--- src/rtl/l2_fill_sched.sv ---
// L2 cache write-port sequencer: arbitrates write-through updates, miss fills and prefetch fills,
// issues 4-beat line reads to the bus and streams the returned beats into the cache.
module l2_fill_sched #(
    parameter int CAW = 28,
    parameter int TMO = 255
) (
    input  logic            CLK,
    input  logic            nRST,
    input  logic            miss_req,
    input  logic [CAW-3:0]  miss_a,
    output logic            miss_done,
    output logic            miss_err,
    input  logic            pf_req,
    input  logic [CAW-3:0]  pf_a,
    output logic            pf_done,
    output logic            pf_drop,
    input  logic            wt_req,
    input  logic [CAW-1:0]  wt_a,
    input  logic [31:0]     wt_d,
    input  logic [3:0]      wt_m,
    output logic            wt_ack,
    output logic            bus_req,
    output logic [CAW-3:0]  bus_a,
    input  logic            bus_ack,
    input  logic            bus_dv,
    input  logic [31:0]     bus_d,
    input  logic            bus_err,
    output logic [CAW-1:0]  WRA,
    output logic [31:0]     WRD,
    output logic [3:0]      WRM,
    output logic            WR,
    output logic            TS,
    output logic            CLR,
    output logic            ALL
);

    localparam logic [7:0] TMO_LAST = 8'(TMO - 1);

    typedef enum logic [2:0] {
        S_INIT, S_ICLR, S_IDLE, S_REQ, S_FILL, S_FIN, S_DONE
    } state_t;

    state_t state_reg, state_next;

    logic            owner_miss_reg;
    logic            merged_reg;
    logic            fail_reg;
    logic [CAW-3:0]  line_reg;
    logic [1:0]      beat_reg;
    logic [7:0]      tmo_reg;

    logic            wr_reg, wr_next;
    logic            ts_reg, ts_next;
    logic            clr_reg, clr_next;
    logic            all_reg, all_next;
    logic            wt_ack_reg, wt_ack_next;
    logic [CAW-1:0]  wra_reg, wra_next;
    logic [31:0]     wrd_reg, wrd_next;
    logic [3:0]      wrm_reg, wrm_next;

    logic wt_go, miss_go, pf_go, preempt, merge_hit, beat_ok, fill_fail, last_beat;

    // wt_ack is registered, so the request is still high the cycle it is acknowledged
    always_comb begin
        wt_go     = (state_reg == S_IDLE) && wt_req && !wt_ack_reg;
        miss_go   = (state_reg == S_IDLE) && !wt_go && miss_req;
        pf_go     = (state_reg == S_IDLE) && !wt_go && !miss_req && pf_req;
        preempt   = (state_reg == S_REQ) && !owner_miss_reg && miss_req &&
                    (miss_a != line_reg) && !bus_ack;
        merge_hit = ((state_reg == S_REQ) || (state_reg == S_FILL)) && !owner_miss_reg &&
                    miss_req && (miss_a == line_reg);
        beat_ok   = (state_reg == S_FILL) && bus_dv && !bus_err;
        fill_fail = (state_reg == S_FILL) && (bus_err || (!bus_dv && (tmo_reg == TMO_LAST)));
        last_beat = beat_ok && (beat_reg == 2'd3);
    end

    always_ff @(posedge CLK) begin
        if (!nRST) begin
            state_reg <= S_INIT;
        end else begin
            state_reg <= state_next;
        end
    end

    always_comb begin
        state_next = state_reg;
        case (state_reg)
            S_INIT:  state_next = S_ICLR;
            S_ICLR:  state_next = S_IDLE;
            S_IDLE:  if (miss_go || pf_go) state_next = S_REQ;
            S_REQ:   if (bus_ack) state_next = S_FILL;
            S_FILL:  if (fill_fail || last_beat) state_next = S_FIN;
            S_FIN:   state_next = S_DONE;
            S_DONE:  state_next = S_IDLE;
            default: state_next = S_INIT;
        endcase
    end

    always_comb begin
        wr_next     = 1'b0;
        ts_next     = 1'b0;
        clr_next    = 1'b0;
        all_next    = 1'b0;
        wt_ack_next = 1'b0;
        wra_next    = wra_reg;
        wrd_next    = wrd_reg;
        wrm_next    = wrm_reg;
        if (state_reg == S_INIT) begin
            clr_next = 1'b1;
            all_next = 1'b1;
        end
        if (wt_go) begin
            wr_next     = 1'b1;
            wt_ack_next = 1'b1;
            wra_next    = wt_a;
            wrd_next    = wt_d;
            wrm_next    = wt_m;
        end
        if (beat_ok) begin
            wr_next  = 1'b1;
            ts_next  = (beat_reg == 2'd3);
            wra_next = {line_reg, beat_reg};
            wrd_next = bus_d;
            wrm_next = 4'hF;
        end
        // a failed fill invalidates the line instead of validating the tag
        if (fill_fail) begin
            clr_next = 1'b1;
            wra_next = {line_reg, 2'b00};
        end

        bus_req   = (state_reg == S_REQ);
        bus_a     = preempt ? miss_a : line_reg;
        pf_drop   = preempt;
        miss_done = (state_reg == S_DONE) && (owner_miss_reg || merged_reg);
        pf_done   = (state_reg == S_DONE) && !owner_miss_reg;
        miss_err  = miss_done && fail_reg;
    end

    always_ff @(posedge CLK) begin
        if (!nRST) begin
            owner_miss_reg <= 1'b0;
            merged_reg     <= 1'b0;
            fail_reg       <= 1'b0;
            line_reg       <= '0;
            beat_reg       <= '0;
            tmo_reg        <= '0;
            wr_reg         <= 1'b0;
            ts_reg         <= 1'b0;
            clr_reg        <= 1'b0;
            all_reg        <= 1'b0;
            wt_ack_reg     <= 1'b0;
            wra_reg        <= '0;
            wrd_reg        <= '0;
            wrm_reg        <= '0;
        end else begin
            wr_reg     <= wr_next;
            ts_reg     <= ts_next;
            clr_reg    <= clr_next;
            all_reg    <= all_next;
            wt_ack_reg <= wt_ack_next;
            wra_reg    <= wra_next;
            wrd_reg    <= wrd_next;
            wrm_reg    <= wrm_next;
            if (miss_go || pf_go) begin
                owner_miss_reg <= miss_go;
                line_reg       <= miss_go ? miss_a : pf_a;
                merged_reg     <= 1'b0;
                fail_reg       <= 1'b0;
            end
            if (preempt) begin
                owner_miss_reg <= 1'b1;
                line_reg       <= miss_a;
            end
            if (merge_hit) begin
                merged_reg <= 1'b1;
            end
            if ((state_reg == S_REQ) && bus_ack) begin
                beat_reg <= '0;
                tmo_reg  <= '0;
            end
            if (beat_ok) begin
                beat_reg <= beat_reg + 2'd1;
                tmo_reg  <= '0;
            end else if ((state_reg == S_FILL) && !bus_err) begin
                tmo_reg <= tmo_reg + 8'd1;
            end
            if (fill_fail) begin
                fail_reg <= 1'b1;
            end
        end
    end

    assign WR     = wr_reg;
    assign TS     = ts_reg;
    assign CLR    = clr_reg;
    assign ALL    = all_reg;
    assign WRA    = wra_reg;
    assign WRD    = wrd_reg;
    assign WRM    = wrm_reg;
    assign wt_ack = wt_ack_reg;

endmodule

--- config.mk ---
export PLATFORM = sky130hd
export DESIGN_NAME = l2_fill_sched
export DESIGN_NICKNAME = d
export VERILOG_FILES = /design/src/rtl/l2_fill_sched.sv
export SDC_FILE = /design/constraint.sdc
export NUM_CORES = 1
export LEC_CHECK = 0
export BUFFER_PORTS_ARGS = -buffer_cell sky130_fd_sc_hd__buf_2
export CAP_MARGIN = 20
export CELL_PAD_IN_SITES_DETAIL_PLACEMENT = 1
export CELL_PAD_IN_SITES_GLOBAL_PLACEMENT = 2
export CORE_AREA = 2 2 151 153
export CTS_CLUSTER_SIZE = 30
export DETAILED_ROUTE_END_ITERATION = 10
export DIE_AREA = 0 0 153 155
export PLACE_DENSITY_LB_ADDON = 0.1
export RECOVER_POWER = 25
export SLEW_MARGIN = 0
export SYNTH_ARGS = -nofsm -noshare
export SYNTH_HDL_FRONTEND = slang
export SYNTH_SLANG_ARGS = --single-unit
--- constraint.sdc ---
create_clock -name CLK -period 2.48 [get_ports CLK]
set_input_delay 0.496 -clock CLK [delete_from_list [all_inputs] [get_ports CLK]]
set_output_delay 0.496 -clock CLK [all_outputs]
set_load 0.05 [all_outputs]
Yosys cells after proc, flatten, opt, wreduce, memory -nomap -nowiden
Index checks and enable logic that the tools add are counted.
- register bits after elaboration: 111
- bits of input ports: 156
- output and inout bits: 100
- word-level logic and storage cells: 108
- add/subtract/negate cells: 2
- eq/ne operators: 13
- multiplexer cells: 28
- bitwise operators: 1
- reductions and logical operators: 48
- operator list (cell ; number):
    $mux 26 ; 4
    $mux 28 ; 3
    $mux 32 ; 2
    $eq 26x26->1 ; 1
    $ne 26x26->1 ; 1
    $logic_and 1x1->1 ; 23
    $pmux 3 s6 ; 1
    $mux 8 ; 2
    $reduce_bool 2->1 ; 6
    $eq 3x3->1 const B ; 3
    $mux 1 ; 9
    $mux 3 ; 3
    $add 8x1->8 const B ; 1
    $eq 8x8->1 const B ; 1
    $mux 4 ; 2
    $logic_not 1->1 ; 7
    $eq 3x2->1 const B ; 2
    $ne 2x1->1 const B ; 3
    $reduce_or 2->1 ; 3
    $logic_or 1x1->1 ; 5
    $mux 2 ; 2
    $eq 3x1->1 const B ; 1
    $logic_not 3->1 ; 1
    $reduce_and 3->1 ; 1
    other kinds (5) ; 5

Longest topological paths before layout
- word-level depth: 10
- depth in mapped cells: 10
- mapped depth without buffers: 8

Worst setup path after synthesis
No wires, ideal clock.
- path type: register to output
- from: register state_reg[1]
- to: output bus_a[0]
- arrival: 2.128 ns
- data required time: 1.984 ns
- slack: -0.144 ns
- cell stages (with the launch flop): 8
- path buffers: 2
- cell sequence: dfxtp_1 -> nor2b_1 -> and2_1 -> buf_2 -> nand3_1 -> a21oi_2 -> buf_2 -> mux2_1
- longest elaborated chain between the ends: 6
- RTL lines (element ; RTL line ; RTL):
    from (decl) ; 43 ; state_t state_reg, state_next;
    from (signal assigned) ; 81 ; state_reg <= state_next;
    $eq 3x2->1 ; - ;
    named net bus_req ; 22 ; output logic bus_req,
    $logic_and 1x1->1 (3 in a row) ; 68 ; preempt = (state_reg == S_REQ) && !owner_miss_reg && miss_req &&
    $logic_and 1x1->1 ; 69 ; (miss_a != line_reg) && !bus_ack;
    $mux 26 ; 133 ; bus_a = preempt ? miss_a : line_reg;
    to (decl) ; 23 ; output logic [CAW-3:0] bus_a,
The timed path passes the listed nets, and every way through them passes these cells.

Final worst setup path
- from: register line_reg[24]
- to: output bus_a[19]
- longest elaborated chain between the ends: 4
- RTL lines (element ; RTL line ; RTL):
    from (decl) ; 48 ; logic [CAW-3:0] line_reg;
    from (signal assigned) ; 167 ; line_reg <= miss_go ? miss_a : pf_a;
    from (signal assigned) ; 173 ; line_reg <= miss_a;
    $ne 26x26->1 ; 69 ;
    $logic_and 1x1->1 ; 68 ;
    $logic_and 1x1->1 ; 69 ;
    $mux 26 ; 133 ;
Every way passes these cells.

==> impl_metrics.env <==
export IMPL_status="complete, but fails checks"
export IMPL_violations="setup timing"
export IMPL_cts_buffer_depth=2
export IMPL_syn_area_um2=5857
export IMPL_gr_usage_all_layers_pct=17.64
export IMPL_die_w_um=153
export IMPL_largest_register_ffs=32
export IMPL_synth_commonest_cells="dfxtp_1 (111), nand2_1 (97), mux2i_1 (59)"
export IMPL_r2r_cells=8
export IMPL_timing_setup_tns_ns=-5.402
export IMPL_core_area_um2=22230
export IMPL_antenna_found_initial=1
export IMPL_synth_edf_count=0
export IMPL_worst_pin_slew_ns=0.6622
export IMPL_dpl_hpwl_um=16350
export IMPL_worstPathMaxFanout=22
export IMPL_rrSetupSlack_ns=0.25
export IMPL_yosys_register_bits=111
export IMPL_cts_num_sinks=111
export IMPL_r2r_end="line_reg[6]$_SDFFE_PN0P_"
export IMPL_die_area_um2=23720
export IMPL_grt_pass1_vias=6156
export IMPL_skew_ns=0.01606
export IMPL_start_kind="flip-flop"
export IMPL_hold_path_depth=3
export IMPL_cap_violations=0
export IMPL_dp_cells=1198
export IMPL_slew_viol_final=0
export IMPL_final_min_clock_period_ns=2.714
export IMPL_ant_nets=0
export IMPL_cts_htree_levels=3
export IMPL_grt_overflow=0
export IMPL_synth_top_area_share_pct=37.94
export IMPL_required_ns=1.98
export IMPL_avgSynthCellArea_um2=9.137
export IMPL_ctsHoldBuffers=0
export IMPL_first_pass_iters=4
export IMPL_drtIter0Drc=153
export IMPL_clk_latency_ns=0.36
export IMPL_synth_seq_area_share_pct=37.94
export IMPL_initial_core_util_pct=26.35
export IMPL_powerDensity_nw_per_um2=544.4
export IMPL_wl_per_cell_um=17.74
export IMPL_cp_top_family="buffers and inverters"
export IMPL_tritoncts_num_buffers=9
export IMPL_gp_congestion=0.8097
export IMPL_end_kind="output port"
export IMPL_cpPeakStageDelay_ns=0.37
export IMPL_finalHoldViolCount=0
export IMPL_max_freq_ghz=0.3684
export IMPL_crit_buf_inv=4
export IMPL_io_buffers=255
export IMPL_setup_ws_ns=-0.2341
export IMPL_min_period_over_period_pct=109.4
export IMPL_r2r_start="state_reg[2]$_SDFFE_PN0P_"
export IMPL_critPathSlowestCell="mux2_2"
export IMPL_path_clk_slew_ns=0.08
export IMPL_synth_area_leaders="dfxtp_1 (38%), mux2i_1 (10%), nand2_1 (6.2%)"
export IMPL_synth_ff_type="dfxtp_1"
export IMPL_arrival_ns=2.22
export IMPL_yosysMostFrequentCell="dfxtp_1"
export IMPL_fp_dieH_um=155
export IMPL_yosys_warnings=0
export IMPL_ios=256
export IMPL_viasPerCell=4.808
export IMPL_synth_nets=800
export IMPL_cts_tree="built"
export IMPL_routed_wl_um=21590
export IMPL_num_rows=55
export IMPL_post_synth_num_cell_types=45
export IMPL_grt_pass1_wl_um=33530
export IMPL_relSlewSlack_pct=56.04
export IMPL_setup_violations=26
export IMPL_p_leak_uw=0.004007
export IMPL_peakVddDrop_v=0.0003054
export IMPL_drive_above_1_share_pct=37.88
export IMPL_cpMostUsedCell="buf_4"
export IMPL_layout_cells_non_filler=1217
export IMPL_n_antenna_cell=0
export IMPL_grt_start_max_net_pins=54
export IMPL_p_total_uw=4586
export IMPL_root_buffer="clkbuf_16"
export IMPL_vias=5851
export IMPL_areaGrowthSynthToFinish_pct=43.82
export IMPL_drc=0
export IMPL_crit_type="flip-flop to output port"
export IMPL_syn_instance_count=641
export IMPL_synth_async_sr_flop_share_pct=0
export IMPL_hp_class="primary input to flip-flop"
export IMPL_critical_path_cell_chain="xnor2_2 -> buf_4 -> nand4_1 -> nor4_2 -> buf_4 -> a21oi_4 -> buf_12 -> mux2_2 -> buf_6"
export IMPL_hp_start="wt_d[15]"
export IMPL_yosys_area_top_type="dfxtp_1"
export IMPL_nets=1086
export IMPL_rsz0062_at_grt="true"
export IMPL_hold_end="WRD[15]$_SDFFE_PN0P_"
## worst min-delay path, cell delays in order
cell and delay, ns:
buf_2 0.07, a22oi_1 0.06, a21boi_1 0.11
## logic make-up after synthesis
group           Yosys count  synth area share [%]
xor+xnor                 28                 4.187
flops                   111                 37.94
buf+inv                  54                 4.294
compound gates          177                 23.99
mux                      85                 15.08
simple gates            183                 13.86
fa+ha+maj                 3                0.6410
## power by group
| part | internal [uW] | total (uW) | switching, uW |
|---|---|---|---|
| registers | 1870 | 1930 | 54.6 |
| clock network | 729 | 1480 | 755 |
| logic | 459 | 1180 | 717 |
| total | 3060 | 4590 | 1530 |
## how the worst max path moves through the flow
| stage | start | endpoint | slack (ns) | cells after the start |
|---|---|---|---|---|
| 6_report | line_reg[24]$_SDFFE_PN0P_ | bus_a[19] | -0.23 | 9 |
| 5_1_grt | line_reg[24]$_SDFFE_PN0P_ | bus_a[20] | -0.33 | 9 |
| 4_1_cts | line_reg[24]$_SDFFE_PN0P_ | bus_a[1] | -0.27 | 9 |
| 3_5_place_dp | miss_a[6] | bus_a[21] | -0.31 | 9 |
| 3_3_place_gp | miss_a[6] | bus_a[24] | -0.31 | 9 |
| 2_1_floorplan | state_reg[1]$_SDFFE_PN0P_ | bus_a[0] | 0.03 | 7 |
## cells in the final DEF (no fill, tap or decap), types with 3 or more instances in the layout
master | Yosys | routed
buf_2 | 15 | 184
dfxtp_1 | 111 | 101
nand2_1 | 97 | 97
buf_4 | 4 | 67
mux2i_1 | 59 | 59
clkbuf_1 | 30 | 44
nor2_1 | 38 | 38
a21boi_1 | 36 | 36
a22oi_1 | 33 | 33
o21a_1 | 29 | 29
o2bb2ai_1 | 26 | 26
o211a_1 | 26 | 26
buf_6 | 2 | 25
mux2_2 | 0 | 24
xnor2_1 | 26 | 15
nor2b_1 | 9 | 9
xnor2_2 | 0 | 9
clkbuf_16 | 0 | 9
dfxtp_2 | 0 | 8
nand4_1 | 7 | 7
nand3_1 | 5 | 5
and2_1 | 6 | 5
a21oi_1 | 5 | 5
a21boi_0 | 5 | 5
buf_12 | 0 | 5
o21ai_0 | 4 | 4
and3_1 | 4 | 4
inv_1 | 3 | 3
nor3_1 | 3 | 3
nand2b_1 | 3 | 3
ha_1 | 3 | 3
## timing repair
action,4_1_cts,5_1_grt
resized for setup,64,16
buffers inserted,3,0
endpoints found under the setup margin,27,27
pin swaps,6,5
## through the flow
| stage | hold slack (ns) | util (%) | instance area [um2] | setup WS, ns |
|---|---|---|---|---|
| finish | 0.4167 | 37.89 | 8423 | -0.2341 |
| global route | 0.4392 | 37.89 | 8423 | -0.3339 |
| CTS | 0.4033 | 37.89 | 8422 | -0.2661 |
| detailed placement | 0.4423 | 35.42 | 7874 | -0.3058 |
| global placement | 0.4393 | 35.36 | 7859 | -0.3147 |
| floorplan | 0.4414 | - | 5859 | 0.02527 |
## final cells by class
type,instances,area (um2)
Inverter,3,11.26
Clock inverter,6,50.05
Multi-Input combinational cell,476,3541
Timing Repair Buffer,326,1986
Fill cell,2707,13800
Clock buffer,10,239.0
Sequential cell,111,2240
Tap cell,285,356.6
## per-layer routing
| layer | global-route usage [%] | up-vias | share of wire (%) |
|---|---|---|---|
| met5 | 0 | - | 0.056 |
| met4 | 4.365 | 2 | 1.2 |
| met3 | 3.370 | 17 | 5.3 |
| met1 | 22.24 | 2791 | 45 |
| li1 | - | 2859 | - |
| met2 | 31.11 | 182 | 49 |
Power figures use the tool's default switching activity.
